<file path="src/rtl/peripheral_noc_vc_buffer_pkg.sv">
// peripheral_noc_pkg: flit layout and arbiter state shared by the NoC VC buffer.
package peripheral_noc_pkg;
  localparam int FLIT_W = 32;
  typedef struct packed {
    logic              last;
    logic [FLIT_W-1:0] data;
  } flit_t;
  typedef enum logic {IDLE, LOCKED} arb_state_e;
endpackage

</file>
<file path="src/rtl/peripheral_noc_vc_buffer_fifo.sv">
// peripheral_noc_vc_fifo: one virtual-channel RAM FIFO with occupancy and complete-packet counters.
module peripheral_noc_vc_fifo
  import peripheral_noc_pkg::*;
#(
  parameter int FLIT_WIDTH = 32,
  parameter int DEPTH      = 8,
  parameter int AW         = $clog2(DEPTH)
) (
  input  logic                  clk,
  input  logic                  rst,
  input  logic                  i_push,
  input  logic                  i_push_last,
  input  logic [FLIT_WIDTH-1:0] i_push_flit,
  input  logic                  i_pop,
  output logic [FLIT_WIDTH-1:0] o_head_flit,
  output logic                  o_head_last,
  output logic [AW:0]           o_fill,
  output logic                  o_has_pkt
);
  typedef struct packed {
    logic                  last;
    logic [FLIT_WIDTH-1:0] data;
  } vc_flit_t;
  vc_flit_t        r_mem [DEPTH];
  logic [AW-1:0]   r_wp, r_rp;
  logic [AW:0]     r_fill, r_pkt;
  logic            w_push_eop, w_pop_eop;
  assign w_push_eop  = i_push & i_push_last;
  assign w_pop_eop   = i_pop & r_mem[r_rp].last;
  assign o_head_flit = r_mem[r_rp].data;
  assign o_head_last = r_mem[r_rp].last;
  assign o_fill      = r_fill;
  assign o_has_pkt   = r_pkt != '0;
  always_ff @(posedge clk)
    if (i_push) r_mem[r_wp] <= '{last: i_push_last, data: i_push_flit};
  // Pointers wrap naturally at AW bits; callers never push when full or pop when empty.
  always_ff @(posedge clk)
    if (!rst) begin
      r_wp   <= '0;
      r_rp   <= '0;
      r_fill <= '0;
      r_pkt  <= '0;
    end else begin
      r_wp   <= r_wp + AW'(i_push);
      r_rp   <= r_rp + AW'(i_pop);
      r_fill <= r_fill + (AW+1)'(i_push) - (AW+1)'(i_pop);
      r_pkt  <= r_pkt + (AW+1)'(w_push_eop) - (AW+1)'(w_pop_eop);
    end
endmodule

</file>
<file path="src/rtl/peripheral_noc_vc_buffer.sv">
// peripheral_noc_vc_buffer: multi-VC flit buffer with a packet-locked round-robin output arbiter.
module peripheral_noc_vc_buffer
  import peripheral_noc_pkg::*;
#(
  parameter int FLIT_WIDTH = 32,
  parameter int CHANNELS   = 2,
  parameter int DEPTH      = 8,
  parameter int FULLPACKET = 0,
  parameter int AW         = $clog2(DEPTH),
  localparam int CW        = (CHANNELS > 1) ? $clog2(CHANNELS) : 1
) (
  input  logic                       clk,
  input  logic                       rst,
  input  logic [FLIT_WIDTH-1:0]      in_flit,
  input  logic                       in_last,
  input  logic [CHANNELS-1:0]        in_valid,
  output logic [CHANNELS-1:0]        in_ready,
  output logic [FLIT_WIDTH-1:0]      out_flit,
  output logic                       out_last,
  output logic                       out_valid,
  output logic [CW-1:0]              out_channel,
  input  logic                       out_ready,
  output logic [CHANNELS*(AW+1)-1:0] fill_level
);
  if (DEPTH < 2 || (DEPTH & (DEPTH - 1)) != 0) begin : g_bad_depth
    $fatal(1, "DEPTH must be a power of two >= 2");
  end
  logic [CHANNELS-1:0]   w_req, w_push, w_pop, w_has_pkt, w_head_last;
  logic [FLIT_WIDTH-1:0] w_head_flit [CHANNELS];
  logic [AW:0]           w_fill      [CHANNELS];
  arb_state_e            r_state, w_state_nxt;
  logic [CW-1:0]         r_grant, w_grant, r_rr;
  logic                  w_xfer;
  // A multi-hot in_valid is a protocol error: nothing is accepted that cycle.
  assign w_push = in_valid & in_ready & {CHANNELS{$onehot0(in_valid)}};
  for (genvar c = 0; c < CHANNELS; c++) begin : g_ch
    assign in_ready[c] = w_fill[c] != (AW+1)'(DEPTH);
    assign w_req[c]    = (FULLPACKET != 0) ? w_has_pkt[c] : w_fill[c] != '0;
    assign w_pop[c]    = w_xfer && w_grant == CW'(c);
    assign fill_level[c*(AW+1) +: AW+1] = w_fill[c];
    peripheral_noc_vc_fifo #(.FLIT_WIDTH(FLIT_WIDTH), .DEPTH(DEPTH), .AW(AW)) u_fifo (
      .clk        (clk),
      .rst        (rst),
      .i_push     (w_push[c]),
      .i_push_last(in_last),
      .i_push_flit(in_flit),
      .i_pop      (w_pop[c]),
      .o_head_flit(w_head_flit[c]),
      .o_head_last(w_head_last[c]),
      .o_fill     (w_fill[c]),
      .o_has_pkt  (w_has_pkt[c])
    );
    if (FULLPACKET != 0) begin : g_fp_chk
      a_pkt_fits: assert property (@(posedge clk) disable iff (!rst)
        !(w_fill[c] == (AW+1)'(DEPTH) && !w_has_pkt[c]));
    end
  end
  a_onehot_valid: assert property (@(posedge clk) disable iff (!rst) $onehot0(in_valid));
  // Descending scan so the lowest offset from rr_ptr wins; no request keeps the previous grant.
  always_comb begin
    w_grant = r_grant;
    if (r_state == IDLE)
      for (int i = CHANNELS - 1; i >= 0; i--)
        if (w_req[(int'(r_rr) + i) % CHANNELS]) w_grant = CW'((int'(r_rr) + i) % CHANNELS);
    out_channel = w_grant;
    out_flit    = w_head_flit[w_grant];
    out_last    = w_head_last[w_grant];
    out_valid   = w_req[w_grant];
    w_xfer      = out_valid & out_ready;
    w_state_nxt = w_xfer ? (out_last ? IDLE : LOCKED) : r_state;
  end
  always_ff @(posedge clk)
    if (!rst) begin
      r_state <= IDLE;
      r_grant <= '0;
      r_rr    <= '0;
    end else begin
      r_state <= w_state_nxt;
      r_grant <= w_grant;
      if (w_xfer && out_last) r_rr <= (w_grant == CW'(CHANNELS - 1)) ? '0 : w_grant + 1'b1;
    end
endmodule

</file>
<file path="config.mk">
export PLATFORM = sky130hd
export DESIGN_NAME = peripheral_noc_vc_buffer
export DESIGN_NICKNAME = d
export VERILOG_FILES = /design/src/rtl/peripheral_noc_vc_buffer_pkg.sv /design/src/rtl/peripheral_noc_vc_buffer_fifo.sv /design/src/rtl/peripheral_noc_vc_buffer.sv
export SDC_FILE = /design/constraint.sdc
export NUM_CORES = 1
export LEC_CHECK = 0
export CORE_UTILIZATION = 25
export CTS_BUF_LIST = sky130_fd_sc_hd__clkbuf_8
export DETAILED_ROUTE_END_ITERATION = 6
export SLEW_MARGIN = 5
export SYNTH_ARGS = -nofsm -noshare
export SYNTH_HDL_FRONTEND = slang
export SYNTH_SLANG_ARGS = --single-unit
export TNS_END_PERCENT = 10
</file>
<file path="constraint.sdc">
create_clock -name clk -period 11.71 [get_ports clk]
set_input_delay 2.342 -clock clk [delete_from_list [all_inputs] [get_ports clk]]
set_output_delay 2.342 -clock clk [all_outputs]
set_load 0.1 [all_outputs]
</file>
==> results.sh <==
export IMPL_arrival_ns=4.56
export IMPL_yosys_cell_types_count=36
export IMPL_timing_fmax_mhz=145
export IMPL_wl_um=46000
export IMPL_drc=0
export IMPL_pwr_share_seq=0.406
export IMPL_placed_area_sq_um=23700
export IMPL_cts_tree="built"
export IMPL_cts_made_buffers=88
export IMPL_finalNetCount=1164
export IMPL_clk_pin_slew_ns=0.06
export IMPL_fp_coreArea_sq_um=84100
export IMPL_grt_max_degree=68
export IMPL_pwr_share_clk=0.255
export IMPL_viasPerCell=4.23
export IMPL_status="complete, no violations"
export IMPL_cts_root_buf="clkbuf_8"
export IMPL_drt_pass1_iter_count=7
export IMPL_ys_flop_type="edfxtp_1"
export IMPL_r2r_setup_slack_ns=7.91
export IMPL_grt_setup_unrepaired="no"
export IMPL_cts_max_level=3
export IMPL_ys_ff_latch=551
export IMPL_setup_viol=0
export IMPL_worst_pin_slew_ns=1.08
export IMPL_clockBufferDepth=3
export IMPL_hold_viol=0
export IMPL_ff2ff_path_depth=14
export IMPL_cts_sinks=551
export IMPL_powerDensity_nw_per_um2=223
export IMPL_skew_ns=0.0157
export IMPL_dieArea_sq_um=86700
export IMPL_areaGrowthSynthToFinish_pct=18.0
export IMPL_setup_worst_path_end_class="output port"
export IMPL_post_cts_repair_setup_buffers=0
export IMPL_utilization=0.300
export IMPL_startpoint_type="register"
export IMPL_initial_core_util=0.254
export IMPL_synth_top_cell_area_share=0.742
export IMPL_drv_cap=0
export IMPL_synth_area_per_cell_sq_um=22.4
export IMPL_antenna_found_initial=3
export IMPL_async_flop_share=0
export IMPL_finalInstanceArea_sq_um=25200
export IMPL_wl_per_cell_um=20.0
export IMPL_period_needed_ns=6.91
export IMPL_vias=9746
export IMPL_synth_edff_count=528
export IMPL_drtIter0Drc=618
export IMPL_grt_pass1_vias=10575
export IMPL_port_buffers=82
export IMPL_peakVddDrop_v=0.000124
export IMPL_slew_violations=0
export IMPL_gr_total_overflow=0
export IMPL_syn_nets=1011
export IMPL_synthTopCellsByArea="edfxtp_1, mux4_2, mux2i_1, dfxtp_1, ha_1"
export IMPL_die_h_um=294
export IMPL_ios=83
export IMPL_die_w_um=294
export IMPL_grt_pass1_wl_um=68900
export IMPL_synth_area_sq_um=21400
export IMPL_critPathRequiredTime_ns=9.37
export IMPL_relSlewSlack=0.278
export IMPL_holdPathStages=2
export IMPL_yosys_warnings=0
export IMPL_track_usage=0.108
export IMPL_cts_hold_buf=0
export IMPL_yosysTopAreaCell="edfxtp_1"
export IMPL_layout_filler_cells=8164
export IMPL_min_period_over_period=0.590
export IMPL_p_int_w=0.00352
export IMPL_drt_antenna_violating_nets=0
export IMPL_dp_hpwl_um=25700
export IMPL_p_leak_nw=7.62
export IMPL_synth_cells=953
export IMPL_hp_class="register to register"
export IMPL_critical_path_max_fanout=24
export IMPL_drive_gt1_frac=0.244
export IMPL_cts_resized=0
export IMPL_place_gp_congestion=0.685
export IMPL_p_comb_frac=0.340
export IMPL_p_sw_w=0.00211
export IMPL_rows=106
export IMPL_critPathKind="register to output port"
export IMPL_seq_area_frac_synth=0.763
export IMPL_switching_share=0.375
export IMPL_clock_latency_ns=0.64
export IMPL_tns_ns=0
per-stage QoR:
stage | std cells | total power [W] | hold WS (ns) | worst slack, ns
floorplan | 953 | 0.00380 | 0.486 | 5.42
global placement | 2150 | 0.00427 | 0.518 | 5.37
detailed placement | 2150 | 0.00428 | 0.533 | 5.37
CTS | 2305 | 0.00573 | 0.541 | 4.65
global route | 2306 | 0.00587 | 0.603 | 4.46
finish | 2306 | 0.00563 | 0.545 | 4.80
worst max-delay path, cell delays in order, from the launching register on:
cell and delay, ns:
dfxtp_1 0.33, inv_1 0.07, ha_1 0.19, or3b_1 0.31, a221oi_4 0.16, nor2_4 0.43
buf_4 0.57, mux2i_1 0.55, clkdlybuf4s50_1 1.26
power by group through the flow:
stage	combinational, W	sequential (W)	clock, W
CTS	0.00196	0.00229	0.00148
finish	0.00191	0.00229	0.00144
global placement	0.00194	0.00233	0
global route	0.00202	0.00230	0.00156
detailed placement	0.00195	0.00233	0
floorplan	0.00144	0.00236	0
cell usage after synthesis, types with 2 or more instances:
master    count
edfxtp_1    528
buf_6         4
buf_1         7
inv_1        15
o31ai_1       3
mux2i_1      99
and2_1       10
buf_2        14
dfxtp_1      23
nor3_1        7
a211o_1       2
a21oi_1       6
nand2b_1      8
a21o_1        2
clkbuf_1     17
ha_1         18
mux4_2      132
nand2_1       8
fa_1          2
xnor2_1       6
nor2_1       25
xor2_1        3
cell type report:
type	count	area, sq um	share of cell area
sequential	551	16300	0.647
multi-input combinational	344	4900	0.194
tap	1134	1420	0.0562
clock buffer	92	1270	0.0502
timing repair buffer	106	998	0.0396
clock inverter	63	255	0.0101
inverter	15	56.3	0.00223
antenna	1	2.50	0.0000992
path summary, 6_finish.rpt:
check,start,end
worst min-delay path,r_rr,r_rr
worst max-delay path,g_ch[1].u_fifo.o_fill[2],out_flit[9]
worst max register to register,g_ch[1].u_fifo.o_fill[2],g_ch[0].u_fifo.o_fill[2]
worst min register to register,r_rr,r_rr
kinds of logic (layout without fill, tap and decap cells):
family                   after synthesis  in the layout  share of synthesized area
flip-flops                           551            551                      0.763
XOR/XNOR                               9              9                    0.00369
AND/OR/NAND/NOR                       64             64                     0.0150
multiplexers                         232            232                      0.186
buffers and inverters                 58            276                     0.0126
other                                  0              1                          0
AO/OA/AOI/OAI                         19             19                    0.00708
adder cells (fa/ha/maj)               20             20                     0.0124
registers in the layout, indices dropped and copies added, names as in the netlist:
signal / cells
g_ch.u_fifo.r_wp: 6
g_ch.u_fifo.r_rp: 6
r_grant: 1
r_state: 1
g_ch.u_fifo.o_fill: 8
r_rr: 1
g_ch.u_fifo.r_mem: 528
cells in the final DEF, fill, tap and decap left out, types with 4 or more instances in the layout:
| cell type | n |
|---|---|
| edfxtp_1 | 528 |
| mux4_2 | 132 |
| mux2i_1 | 99 |
| clkbuf_8 | 92 |
| clkdlybuf4s50_1 | 81 |
| inv_1 | 50 |
| buf_4 | 25 |
| clkinv_1 | 19 |
| ha_1 | 18 |
| dfxtp_1 | 17 |
| nor2_1 | 13 |
| nor2_4 | 13 |
| and2_1 | 10 |
| nand2_1 | 8 |
| nand2b_1 | 8 |
| a21oi_1 | 6 |
| xnor2_1 | 6 |
| clkinv_2 | 6 |
| nor3_2 | 4 |
| dfxtp_4 | 4 |
per-layer routing:
layer	wire length (um)	track usage
met1	19300	0.133
met2	23900	0.188
met3	1960	0.0210
met4	806	0.0348
met5	0	0
Power figures use the tool's default switching activity.
